`config.mk`:
```
export PLATFORM = sky130hd
export DESIGN_NAME = prio_q_sched_flat
export DESIGN_NICKNAME = d
export VERILOG_FILES = /design/src/rtl/prio_q_sched_if.sv /design/src/rtl/prio_q_sched.sv /design/src/flat_wrapper.sv
export SDC_FILE = /design/constraint.sdc
export NUM_CORES = 1
export LEC_CHECK = 0
export ABC_AREA = 1
export CORE_AREA = 2 2 134 136
export CTS_BUF_LIST = sky130_fd_sc_hd__clkbuf_8 sky130_fd_sc_hd__clkbuf_16
export DETAILED_ROUTE_END_ITERATION = 8
export DIE_AREA = 0 0 136 138
export GPL_ROUTABILITY_DRIVEN = 1
export GPL_TIMING_DRIVEN = 0
export PLACE_DENSITY = 0.76
export SYNTH_ARGS = -nofsm -noshare
export SYNTH_HDL_FRONTEND = slang
export SYNTH_SLANG_ARGS = --single-unit
export TNS_END_PERCENT = 50
```
`constraint.sdc`:
```
create_clock -name clk -period 2.7 [get_ports clk]
set_input_delay 0.27 -clock clk [delete_from_list [all_inputs] [get_ports clk]]
set_output_delay 0.27 -clock clk [all_outputs]
set_load 0.01 [all_outputs]
```
`src/rtl/prio_q_sched_if.sv`:
```
// Requester, consumer and heap-side signals of the priority-queue scheduler, bundled.
// The slave modport is the scheduler's view; the master modport is its environment's view.
interface prio_q_sched_if #(
    parameter int WIDTH = 32,
    parameter int DEPTH = 5,
    parameter int N_REQ = 4
);
    logic [N_REQ-1:0]       enq_req;
    logic [N_REQ*WIDTH-1:0] enq_data;
    logic [N_REQ-1:0]       enq_ack;
    logic                   deq_req;
    logic                   deq_valid;
    logic [WIDTH-1:0]       deq_data;
    logic                   q_enq;
    logic                   q_deq;
    logic [WIDTH-1:0]       q_inp_data;
    logic [WIDTH-1:0]       q_out_data;
    logic                   full;
    logic                   empty;
    logic [DEPTH-1:0]       occupancy;
    logic [31:0]            stat_enq;
    logic [31:0]            stat_deq;
    logic [31:0]            stat_stall;

    modport slave (
        input  enq_req, enq_data, deq_req, q_out_data,
        output enq_ack, deq_valid, deq_data, q_enq, q_deq, q_inp_data,
        output full, empty, occupancy, stat_enq, stat_deq, stat_stall
    );

    modport master (
        output enq_req, enq_data, deq_req, q_out_data,
        input  enq_ack, deq_valid, deq_data, q_enq, q_deq, q_inp_data,
        input  full, empty, occupancy, stat_enq, stat_deq, stat_stall
    );
endinterface

```
`src/rtl/prio_q_sched.sv`:
```
// Scheduler in front of a min-heap: round-robin enqueue arbitration, dequeue priority, paced strobes.
// Optional macro PRIO_Q_SCHED_STATS_EN enables the enqueue/dequeue/stall counters.
module prio_q_sched #(
    parameter int WIDTH = 32,
    parameter int DEPTH = 5,
    parameter int N_REQ = 4,
    parameter int GAP   = 1
) (
    input  logic          clk,
    input  logic          rst_n,
    prio_q_sched_if.slave bus
);
    localparam int               PTR_W    = (N_REQ > 1) ? $clog2(N_REQ) : 1;
    localparam logic [DEPTH-1:0] CAP      = {DEPTH{1'b1}};
    localparam logic [PTR_W-1:0] LAST_REQ = PTR_W'(N_REQ - 1);
    localparam logic [1:0]       GAP_LOAD = 2'((GAP > 0) ? GAP - 1 : 0);

    typedef enum logic [1:0] {ST_IDLE, ST_ENQ, ST_DEQ, ST_GAP} state_t;

    state_t             state_q, state_d;
    logic [1:0]         gap_cnt_q, gap_cnt_d;
    logic [PTR_W-1:0]   ptr_q, ptr_d;
    logic [DEPTH-1:0]   occupancy_q, occupancy_d;
    logic               full_q, full_d;
    logic               empty_q, empty_d;
    logic               q_enq_q, q_enq_d;
    logic               q_deq_q, q_deq_d;
    logic [N_REQ-1:0]   enq_ack_q, enq_ack_d;
    logic [WIDTH-1:0]   q_inp_data_q, q_inp_data_d;
    logic               deq_valid_q, deq_valid_d;
    logic [WIDTH-1:0]   deq_data_q, deq_data_d;

    logic               win_found;
    logic [PTR_W-1:0]   win_idx;
    logic [PTR_W-1:0]   cand;

    // Search starts at the pointer and wraps, so the last winner has lowest priority next time.
    always_comb begin
        win_found = 1'b0;
        win_idx   = ptr_q;
        cand      = ptr_q;
        for (int k = 0; k < N_REQ; k++) begin
            cand = PTR_W'((int'(ptr_q) + k) % N_REQ);
            if (!win_found && bus.enq_req[cand]) begin
                win_found = 1'b1;
                win_idx   = cand;
            end
        end
    end

    always_comb begin
        state_d      = state_q;
        gap_cnt_d    = gap_cnt_q;
        ptr_d        = ptr_q;
        occupancy_d  = occupancy_q;
        q_enq_d      = 1'b0;
        q_deq_d      = 1'b0;
        enq_ack_d    = '0;
        q_inp_data_d = q_inp_data_q;
        deq_valid_d  = 1'b0;
        deq_data_d   = deq_data_q;

        case (state_q)
            ST_IDLE: begin
                if (bus.deq_req && !empty_q) begin
                    state_d     = ST_DEQ;
                    q_deq_d     = 1'b1;
                    occupancy_d = occupancy_q - 1'b1;
                end else if (win_found && !full_q) begin
                    state_d            = ST_ENQ;
                    q_enq_d            = 1'b1;
                    enq_ack_d[win_idx] = 1'b1;
                    q_inp_data_d       = bus.enq_data[int'(win_idx) * WIDTH +: WIDTH];
                    occupancy_d        = occupancy_q + 1'b1;
                    ptr_d              = (win_idx == LAST_REQ) ? '0 : win_idx + 1'b1;
                end
            end
            ST_ENQ, ST_DEQ: begin
                // Heap root is still the pre-dequeue minimum during the strobe cycle.
                if (state_q == ST_DEQ) begin
                    deq_valid_d = 1'b1;
                    deq_data_d  = bus.q_out_data;
                end
                if (GAP > 0) begin
                    state_d   = ST_GAP;
                    gap_cnt_d = GAP_LOAD;
                end else begin
                    state_d = ST_IDLE;
                end
            end
            ST_GAP: begin
                if (gap_cnt_q == 2'd0) begin
                    state_d = ST_IDLE;
                end else begin
                    gap_cnt_d = gap_cnt_q - 2'd1;
                end
            end
            default: state_d = ST_IDLE;
        endcase

        full_d  = (occupancy_d == CAP);
        empty_d = (occupancy_d == '0);
    end

    always_ff @(posedge clk or negedge rst_n) begin
        if (!rst_n) begin
            state_q      <= ST_IDLE;
            gap_cnt_q    <= 2'd0;
            ptr_q        <= '0;
            occupancy_q  <= '0;
            full_q       <= 1'b0;
            empty_q      <= 1'b1;
            q_enq_q      <= 1'b0;
            q_deq_q      <= 1'b0;
            enq_ack_q    <= '0;
            q_inp_data_q <= '0;
            deq_valid_q  <= 1'b0;
            deq_data_q   <= '0;
        end else begin
            state_q      <= state_d;
            gap_cnt_q    <= gap_cnt_d;
            ptr_q        <= ptr_d;
            occupancy_q  <= occupancy_d;
            full_q       <= full_d;
            empty_q      <= empty_d;
            q_enq_q      <= q_enq_d;
            q_deq_q      <= q_deq_d;
            enq_ack_q    <= enq_ack_d;
            q_inp_data_q <= q_inp_data_d;
            deq_valid_q  <= deq_valid_d;
            deq_data_q   <= deq_data_d;
        end
    end

    assign bus.q_enq      = q_enq_q;
    assign bus.q_deq      = q_deq_q;
    assign bus.enq_ack    = enq_ack_q;
    assign bus.q_inp_data = q_inp_data_q;
    assign bus.deq_valid  = deq_valid_q;
    assign bus.deq_data   = deq_data_q;
    assign bus.occupancy  = occupancy_q;
    assign bus.full       = full_q;
    assign bus.empty      = empty_q;

`ifdef PRIO_Q_SCHED_STATS_EN
    logic [31:0] stat_enq_q, stat_enq_d;
    logic [31:0] stat_deq_q, stat_deq_d;
    logic [31:0] stat_stall_q, stat_stall_d;
    logic        grant;

    // A grant is exactly an IDLE cycle that leaves IDLE.
    assign grant = (state_q == ST_IDLE) && (state_d != ST_IDLE);

    always_comb begin
        stat_enq_d   = stat_enq_q + {31'd0, q_enq_d};
        stat_deq_d   = stat_deq_q + {31'd0, q_deq_d};
        stat_stall_d = stat_stall_q + {31'd0, ((|bus.enq_req) || bus.deq_req) && !grant};
    end

    always_ff @(posedge clk or negedge rst_n) begin
        if (!rst_n) begin
            stat_enq_q   <= '0;
            stat_deq_q   <= '0;
            stat_stall_q <= '0;
        end else begin
            stat_enq_q   <= stat_enq_d;
            stat_deq_q   <= stat_deq_d;
            stat_stall_q <= stat_stall_d;
        end
    end

    assign bus.stat_enq   = stat_enq_q;
    assign bus.stat_deq   = stat_deq_q;
    assign bus.stat_stall = stat_stall_q;
`else
    assign bus.stat_enq   = '0;
    assign bus.stat_deq   = '0;
    assign bus.stat_stall = '0;
`endif
endmodule

```
`src/flat_wrapper.sv`:
```
// flat-port wrapper written by rule: the top's interface ports become plain ports
module prio_q_sched_flat 
#(
    parameter int WIDTH = 32,
    parameter int DEPTH = 5,
    parameter int N_REQ = 4,
    parameter int GAP   = 1
)
  (clk, rst_n, bus_enq_req, bus_enq_data, bus_deq_req, bus_q_out_data, bus_enq_ack, bus_deq_valid, bus_deq_data, bus_q_enq, bus_q_deq, bus_q_inp_data, bus_full, bus_empty, bus_occupancy, bus_stat_enq, bus_stat_deq, bus_stat_stall);
  prio_q_sched_if #(.WIDTH(WIDTH), .DEPTH(DEPTH), .N_REQ(N_REQ)) bus_i ();
  input  logic clk;
  input  logic rst_n;
  input wire logic [$bits(bus_i.enq_req)-1:0] bus_enq_req;
  input wire logic [$bits(bus_i.enq_data)-1:0] bus_enq_data;
  input wire logic [$bits(bus_i.deq_req)-1:0] bus_deq_req;
  input wire logic [$bits(bus_i.q_out_data)-1:0] bus_q_out_data;
  output wire logic [$bits(bus_i.enq_ack)-1:0] bus_enq_ack;
  output wire logic [$bits(bus_i.deq_valid)-1:0] bus_deq_valid;
  output wire logic [$bits(bus_i.deq_data)-1:0] bus_deq_data;
  output wire logic [$bits(bus_i.q_enq)-1:0] bus_q_enq;
  output wire logic [$bits(bus_i.q_deq)-1:0] bus_q_deq;
  output wire logic [$bits(bus_i.q_inp_data)-1:0] bus_q_inp_data;
  output wire logic [$bits(bus_i.full)-1:0] bus_full;
  output wire logic [$bits(bus_i.empty)-1:0] bus_empty;
  output wire logic [$bits(bus_i.occupancy)-1:0] bus_occupancy;
  output wire logic [$bits(bus_i.stat_enq)-1:0] bus_stat_enq;
  output wire logic [$bits(bus_i.stat_deq)-1:0] bus_stat_deq;
  output wire logic [$bits(bus_i.stat_stall)-1:0] bus_stat_stall;
  assign bus_i.enq_req = bus_enq_req;
  assign bus_i.enq_data = bus_enq_data;
  assign bus_i.deq_req = bus_deq_req;
  assign bus_i.q_out_data = bus_q_out_data;
  assign bus_enq_ack = bus_i.enq_ack;
  assign bus_deq_valid = bus_i.deq_valid;
  assign bus_deq_data = bus_i.deq_data;
  assign bus_q_enq = bus_i.q_enq;
  assign bus_q_deq = bus_i.q_deq;
  assign bus_q_inp_data = bus_i.q_inp_data;
  assign bus_full = bus_i.full;
  assign bus_empty = bus_i.empty;
  assign bus_occupancy = bus_i.occupancy;
  assign bus_stat_enq = bus_i.stat_enq;
  assign bus_stat_deq = bus_i.stat_deq;
  assign bus_stat_stall = bus_i.stat_stall;
  prio_q_sched #(.WIDTH(WIDTH), .DEPTH(DEPTH), .N_REQ(N_REQ), .GAP(GAP)) u_core (.clk(clk), .rst_n(rst_n), .bus(bus_i));
endmodule
```
### After elaboration in Yosys (flattened, before gate mapping)

Cells that the tools add are included.

* register bits after elaboration: 84
* logic and storage cells: 92
* output and inout port bits: 174

* shifts and indexed selects: 1
* reduce and logical (&&, ||, !) cells: 20
* bitwise gates (word level): 1
* add/subtract/negate cells: 7
* order comparisons: 6
* multiplexer cells: 37
* eq/ne operators: 8

Operators with widths (number)
* 128-bit by 8-bit variable part select with 32-bit output: 1
* 1-bit 2-to-1 mux: 16
* 2-bit 2-to-1 mux: 8
* 2-bit by 3-bit < comparator with 1-bit output, second input constant: 5
* 5-bit 2-to-1 mux: 3
* 4-bit 2-to-1 mux: 3
* 1-bit binary-select mux with 2-bit select: 4
* 2-bit == test, second input constant: 3
* 1-bit logical AND: 6
* 2-bit case mux with 3 select lines: 1
* 2-bit AND reduction: 3
* 5-bit by 1-bit adder with 5-bit output, second input constant: 1
* 5-bit == test, second input constant: 1
* 1-bit logical NOT: 5
* 5-bit logical NOT: 1
* 5-bit by 1-bit subtractor with 5-bit output, second input constant: 1
* 2-bit by 1-bit adder with 2-bit output, second input constant: 2
* 2-bit adder, second input constant: 2
* 2-bit logical NOT: 2
* 2-bit case mux with 2 select lines: 1
* 3-bit by 1-bit inequality test with 1-bit output, second input constant: 1
* 3-bit AND reduction: 1
* 1-bit demux with 2-bit select: 1
* 2-bit by 1-bit == test with 1-bit output, second input constant: 1
* 7 further kinds: 7

### Longest topological paths before layout

Gate-level depths: netlist of the first run.

* depth after elaboration: 19
* gate-level depth with buffers: 19

### Least setup slack after synthesis of the first run

Ideal clock, no wire load.

* kind: reg2reg
* start point: register u_core.ptr_q[0]
* end point: register u_core.ptr_q[1]
* stages on the path, launching flop included: 16
* data arrival time: 1.893 ns
* buffers on the path: 2
* required time: 2.573 ns
* slack: 0.680 ns
* cells stage by stage: dfrtp_1 > buf_4 > nand2_1 > nand2_1 > nand2_2 > nand2_4 > nor2_4 > nand3_2 > nand2_1 > nand2_1 > nand2_1 > nand2_2 > buf_2 > ha_1 > nand2_1 > o21ai_0

* cells in the longest elaborated chain, start to end: 14
* elaborated cells on any way between the ends: 29
* those cells by class: 4 x add/sub; 1 x eq/ne; 16 x mux; 8 x reduce/logical

RTL lines
* start: declaration: line prio_q_sched.sv:22 `logic [PTR_W-1:0] ptr_q, ptr_d;`
* start signal: assignment: line prio_q_sched.sv:122 `ptr_q <= ptr_d;`
* branches (longest 14 deep; another with 2-bit by 1-bit adder with 2-bit output)

Several ways; the timed one is not identified. The select of a mux whose other input is x is not followed.
A chain may end at the register's enable or synchronous reset.

### Worst setup path after layout of the first run

* start point: register u_core.ptr_q[1]
* end point: register u_core.ptr_q[1]

The elaborated chain is that of the path after synthesis.

==> results of run 1 <==
## metal layers
layer	track usage	part of all wire
met1	0.231	0.38
met3	0.0407	0.083
met5	0	0
met4	0.0691	0.023
met2	0.377	0.51
## layout make-up
| class | count | area [um^2] |
|---|---|---|
| plain buffers | 137 | 1000 |
| multi-input cells | 659 | 2990 |
| flip-flops and latches | 84 | 2100 |
| clock buffers | 9 | 225 |
| well taps | 229 | 287 |
| inverters | 32 | 120 |
| clock inverters | 7 | 81.3 |
| repair buffers | 246 | 2480 |
| fillers | 1646 | 8250 |
## flip-flops by register name, indices dropped and copies added (netlist names)
register / flops
u_core.gap_cnt_q: 2
u_core.bus.enq_ack: 4
u_core.state_q: 2
u_core.bus.deq_valid: 1
u_core.bus.q_inp_data: 32
u_core.bus.full: 1
u_core.ptr_q: 2
u_core.bus.deq_data: 32
u_core.bus.q_enq: 1
u_core.bus.empty: 1
u_core.bus.occupancy: 5
u_core.bus.q_deq: 1
## kinds of logic (layout without fill, tap and decap cells)
family                     after synthesis  in the layout  share of synthesized area
DFF                                     84             84                      0.359
other                                    1             96                   0.000640
buffers and inverters                  169            431                      0.192
muxes                                   32             32                     0.0615
adders and majority gates               10             10                     0.0214
and+or+nand+nor                        512            512                      0.357
AOI/OAI and AO/OA                        9              9                    0.00833
## worst max-delay path by stage
stage                                 to  slack (ps)  depth (start not counted)
2_1_floorplan            u_core.ptr_q[1]         680                         15
3_3_place_gp   u_core.bus.q_inp_data[26]       -1900                          1
3_5_place_dp             u_core.ptr_q[1]         110                         12
4_1_cts                  u_core.ptr_q[1]         270                         13
5_1_grt                  u_core.ptr_q[1]           8                         16
6_report                 u_core.ptr_q[1]         260                         15
## power by group through the flow
stage	logic (mW)	clock network, mW	registers [mW]
final	7.69	1.31	2.15
after global placement	7.66	0	2.13
after floorplan	4.69	0	2.39
after global routing	8.65	1.40	2.21
after CTS	7.77	1.34	2.15
after detailed placement	7.74	0	2.17
## cells in the final DEF (no fill, tap or decap), types with 2 or more instances in the layout
cell | synthesis | layout
buf_6 | 12 | 12
mux2_2 | 32 | 32
a31oi_1 | 2 | 2
conb_1 | 1 | 96
nand3_2 | 2 | 2
buf_1 | 3 | 3
inv_6 | 0 | 2
nand4_1 | 6 | 6
inv_1 | 28 | 28
buf_2 | 22 | 22
nand2_1 | 396 | 396
nand2_2 | 4 | 4
inv_2 | 4 | 4
dfrtp_1 | 83 | 83
buf_4 | 99 | 100
nand3_1 | 86 | 86
clkbuf_16 | 0 | 9
clkinvlp_4 | 0 | 3
o21ai_0 | 4 | 4
ha_1 | 10 | 10
nor2_1 | 13 | 13
clkdlybuf4s50_1 | 0 | 243
## worst max-delay path, delay by kind of cell (launching register included)
| family | cells | cell delay (ps) |
|---|---|---|
| fa+ha+maj | 1 | 330 |
| simple gates | 9 | 860 |
| flops | 1 | 360 |
| compound gates | 1 | 80 |
| buf+inv | 4 | 670 |
## stage by stage
| stage | worst slack [ps] | power (mW) | cell area (um^2) | cells | hold WS (ps) |
|---|---|---|---|---|---|
| after detailed placement | 112 | 9.91 | 8970 | 1386 | 195 |
| after global routing | 7.91 | 12.3 | 9290 | 1403 | 386 |
| after CTS | 271 | 11.3 | 9290 | 1403 | 364 |
| after global placement | -1900 | 9.80 | 8940 | 1385 | 460 |
| after floorplan | 680 | 7.08 | 6220 | 912 | -25.6 |
| final | 263 | 11.1 | 9290 | 1403 | 367 |
==> results.toml, run 1 <==
[finish]
area_delta_synth_final_pct = 58.5
nets = 1346
utilization = 0.530
n_antenna_cell = 0
drive_gt1_frac = 0.168

[floorplan]
dieArea_mm2 = 0.0188
die_y_um = 138
rows = 49
num_io_pins = 341
fp.coreArea_mm2 = 0.0175
die_width_um = 136
start_util = 0.334

[placement]
place_congestion = 0.882
place_hpwl_mm = 15.0
portBuffers = 244

[cts]
htree_levels = 3
path_clk_slew_ps = 70
cts_resized = 0
clock_path_buffers = 2
clock_latency_ps = 350
cts_setup_buffers = 0
root_buffer = "clkbuf_16"
postCtsHoldBufs = 1
numCtsBuffers = 9
cts_tree = "done"
cts_sinks = 84

[global_route]
antenna_found_initial = 0
track_usage = 0.204
grt_max_degree = 64
grt_pass1_vias = 5845
grt_pass1_wl_mm = 30.0
overflow = 0

[route]
vias = 5990
ant_nets = 0
wl_per_cell_um = 13.7
viasPerCell = 4.27
dr.pass1.iters = 4
drt_wl_total_mm = 19.2
drt_iter0_drc = 342
drc = 0

[setup_path]
cp-end-kind = "register"
crit_path_frequent_cell = "nand2_1"
crit_chain = "buf_4, inv_2, nand2_1, nand2_1, nand2_1, nand2_4, nand3_1, nand2_1, nand2_2, nand2_2, buf_2, inv_1, ha_1, nand2_1, o21ai_0"
timing.rr.start = "u_core.ptr_q[1]"
rr_endpoint = "u_core.ptr_q[1]"
crit_start = "u_core.ptr_q[1]"
critical_path_required_ps = 2930
crit_fanout = 11
critPathKind = "reg -> reg"
cp-start-kind = "register"
rrSetupSlack_ps = 260
cp_data_arrival_time_ps = 2670
cpPeakStageDelay_ps = 360
critPathSlowestCell = "dfrtp_1"
r2r_cells = 15

[sta]
fin_tns_setup_ps = 0
rsz0062_at_grt = "no"
max_freq_mhz = 410
finalHoldViolCount = 0
fin_crit_ps = 2440
fin_skew_ps = 6.45
relSlewSlack = 0.587
maxSlewViolCount = 0
worstMarginPinSlew_ps = 620
finalCritPeriodShare = 0.903
setup_viol = 0

[synth]
post-synth-top-area-cell = "dfrtp_1"
netlist_top_cells_area = "dfrtp_1, nand2_1, buf_4, nand3_1, mux2_2"
synth_seq_cells = 84
synthTopCellsByCount = "nand2_1, buf_4, nand3_1"
synth_edf_count = 0
synth-async-reset-ratio = 1.00
yosysMostFrequentCell = "nand2_1"
synth_top_area_frac = 0.354
yosys_warnings = 0
syn_area_mm2 = 0.00586
ys.flop_type = "dfrtp_1"
netlist_instances = 817
synth_cell_types = 28
syn_avg_cell_area_um2 = 7.17
yosysSeqAreaShare = 0.359

[min_path]
hp-class = "in -> async"

[power_and_ir_drop]
powerDensity_mw_per_mm2 = 1200
power_frac_seq = 0.193
ir_drop_uv = 542
p_clk_frac = 0.117
p_int_mw = 5.85
switching_power_mw = 5.29
p_comb_frac = 0.690
leakage_nw = 4.90
p_sw_frac = 0.474

[job]
drv_cap = 0

[outcome]
outcome = "finished, final reports clean"
Power figures use the tool's default switching activity.
==> inputs of run 2 (changes only) <==
--- a/config.mk
+++ b/config.mk
@@ -13,6 +13,7 @@
 export GPL_ROUTABILITY_DRIVEN = 1
 export GPL_TIMING_DRIVEN = 0
 export PLACE_DENSITY = 0.76
+export REMOVE_ABC_BUFFERS = 1
 export SYNTH_ARGS = -nofsm -noshare
 export SYNTH_HDL_FRONTEND = slang
 export SYNTH_SLANG_ARGS = --single-unit
==> constraint.sdc (replaced) <==
create_clock -name clk -period 2.7 [get_ports clk]
set_input_delay 0.405 -clock clk [delete_from_list [all_inputs] [get_ports clk]]
set_output_delay 0.405 -clock clk [all_outputs]
set_load 0.01 [all_outputs]
==> results.toml, run 2 (synthesized netlist as in run 1, its figures left out) <==
[power_and_ir_drop]
ir_drop_uv = 719
leakage_nw = 4.33
power.total_mw = 11.2
powerDensity_mw_per_mm2 = 1310

[setup_path]
cp_data_arrival_time_ps = 2750
cp-end-kind = "register"
rrSetupSlack_ps = 170
critical_path_required_ps = 2920
cp-start-kind = "register"
crit_chain = "inv_2, nand2_1, nand2_1, nand2_1, nand2_4, nand3_1, nand2_4, nand2_8, nand2_8, inv_1, ha_1, nand2_1, o21ai_0"
critPathSlowestCell = "dfrtp_2"
crit_path_frequent_cell = "nand2_1"
crit_fanout = 19
critPathKind = "reg -> reg"
cpPeakStageDelay_ps = 470

[sta]
max_freq_mhz = 396
hold_slack_ps = -4.23
relSlewSlack = 0.492
fin_crit_ps = 2530
worstMarginPinSlew_ps = 762
maxSlewViolCount = 0
finalCritPeriodShare = 0.936
fin_skew_ps = 8.87
finalHoldViolCount = 4
setup_viol = 0

[global_route]
use_met2 = 0.324
track_usage = 0.188
antenna_found_initial = 0
use_met1 = 0.220
grt_pass1_vias = 5289
busiest_layer = "met2"
grt_max_degree = 55
grt_pass1_wl_mm = 27.3
overflow = 0
met3_usage = 0.0510

[cts]
path_clk_slew_ps = 70
numCtsBuffers = 9
root_buffer = "clkbuf_16"
clock_latency_ps = 340
htree_levels = 3
cts_tree = "done"
cts_sinks = 84
clock_path_buffers = 2

[placement]
dpl.cell_count = 1251
place_hpwl_mm = 12.0
place_congestion = 0.837
portBuffers = 244

[min_path]
hp-class = "in -> async"

[floorplan]
die_width_um = 136
rows = 49
dieArea_mm2 = 0.0188
die_y_um = 138
start_util = 0.334
num_io_pins = 341
fp.coreArea_mm2 = 0.0175

[finish]
layout_commonest_cell = "nand2_1"
drive_gt1_frac = 0.0872
utilization = 0.490
final_cell_mix = "nand2_1, clkdlybuf4s50_1, conb_1, nand3_1, dfrtp_1"
final-instance-count-excl-fill = 1284
n_antenna_cell = 0
area_delta_synth_final_pct = 46.6
nets = 1227

[job]
drv_cap = 0

[route]
drt_iter0_drc = 244
vias = 5738
wl_per_cell_um = 14.6
drt_wl_total_mm = 18.7
dr.pass1.iters = 5
ant_nets = 0
viasPerCell = 4.47
drc = 0

[outcome]
violations = "negative hold slack"
outcome = "complete, but fails checks"
## run 2: cell count changes in the layout (fill, tap and decap cells not counted), moves of 3 or more
cell	previous run	this run
buf_1	3	0
buf_2	22	0
buf_4	100	11
buf_6	12	0
nand2_1	396	393
nand2_4	1	6
nand2_8	0	5
## run 2: metal layers
layer,part of all wire,vias up,wire length (um)
met1,0.41,2631,7640
met4,0.017,0,313
met5,0,-,0
met2,0.48,244,9060
li1,-,2842,-
met3,0.091,21,1710
## run 2: worst paths after layout
| check | from | to | depth (start not counted) |
|---|---|---|---|
| setup / recovery | u_core.ptr_q[1] | u_core.ptr_q[1] | 13 |
| hold reg to reg | u_core.bus.q_inp_data[20] | u_core.bus.q_inp_data[20] | 2 |
| hold / removal | rst_n | u_core.bus.deq_data[16] | 1 |
| setup reg to reg | u_core.ptr_q[1] | u_core.ptr_q[1] | 13 |
| min in group clk | u_core.bus.q_inp_data[20] | u_core.bus.q_inp_data[20] | 2 |
| max in group asynchronous | rst_n | u_core.bus.empty | 2 |
## run 2: layout make-up
| class | instances | area (um^2) |
|---|---|---|
| fill | 1749 | 8940 |
| multi-input combinational | 665 | 3180 |
| timing repair buffer | 258 | 2610 |
| sequential | 84 | 2110 |
| tap | 229 | 287 |
| clock buffer | 10 | 239 |
| inverter | 32 | 125 |
| clock inverter | 6 | 46.3 |
## run 2: metrics by stage
| step | setup WS [ps] | instance area [um^2] | hold WS, ps | TNS [ps] |
|---|---|---|---|---|
| after floorplan | -1160 | 5210 | 109 | -33660 |
| after global placement | -2840 | 7940 | 462 | -259080 |
| after detailed placement | -1880 | 8030 | 377 | -66730 |
| after CTS | 34.1 | 8490 | 0.780 | 0 |
| after global routing | -1.61 | 8590 | 17.5 | -1.61 |
| final | 172 | 8590 | -4.23 | 0 |
## run 2: power by group
| part | switching, mW | internal, mW | leakage (nW) |
|---|---|---|---|
| sequential | 0.323 | 1.84 | 1.04 |
| combinational | 4.82 | 3.06 | 3.15 |
| clock | 0.532 | 0.657 | 0.141 |
## run 2: critical path: cells and delay by family, from the launching register on
| family | cells | cell delay [ps] |
|---|---|---|
| buf+inv | 2 | 250 |
| compound gates | 1 | 70 |
| fa+ha+maj | 1 | 290 |
| simple gates | 9 | 1280 |
| flops | 1 | 470 |
## run 2: timing repair
item | CTS | global route
pin swaps | 4 | 4
cloned | 4 | 2
endpoints found under the setup margin | 38 | 37
buffers inserted | 6 | 5
endpoints found under the hold margin | 0 | 0
gates resized for setup | 16 | 5
hold buffers | 0 | 0
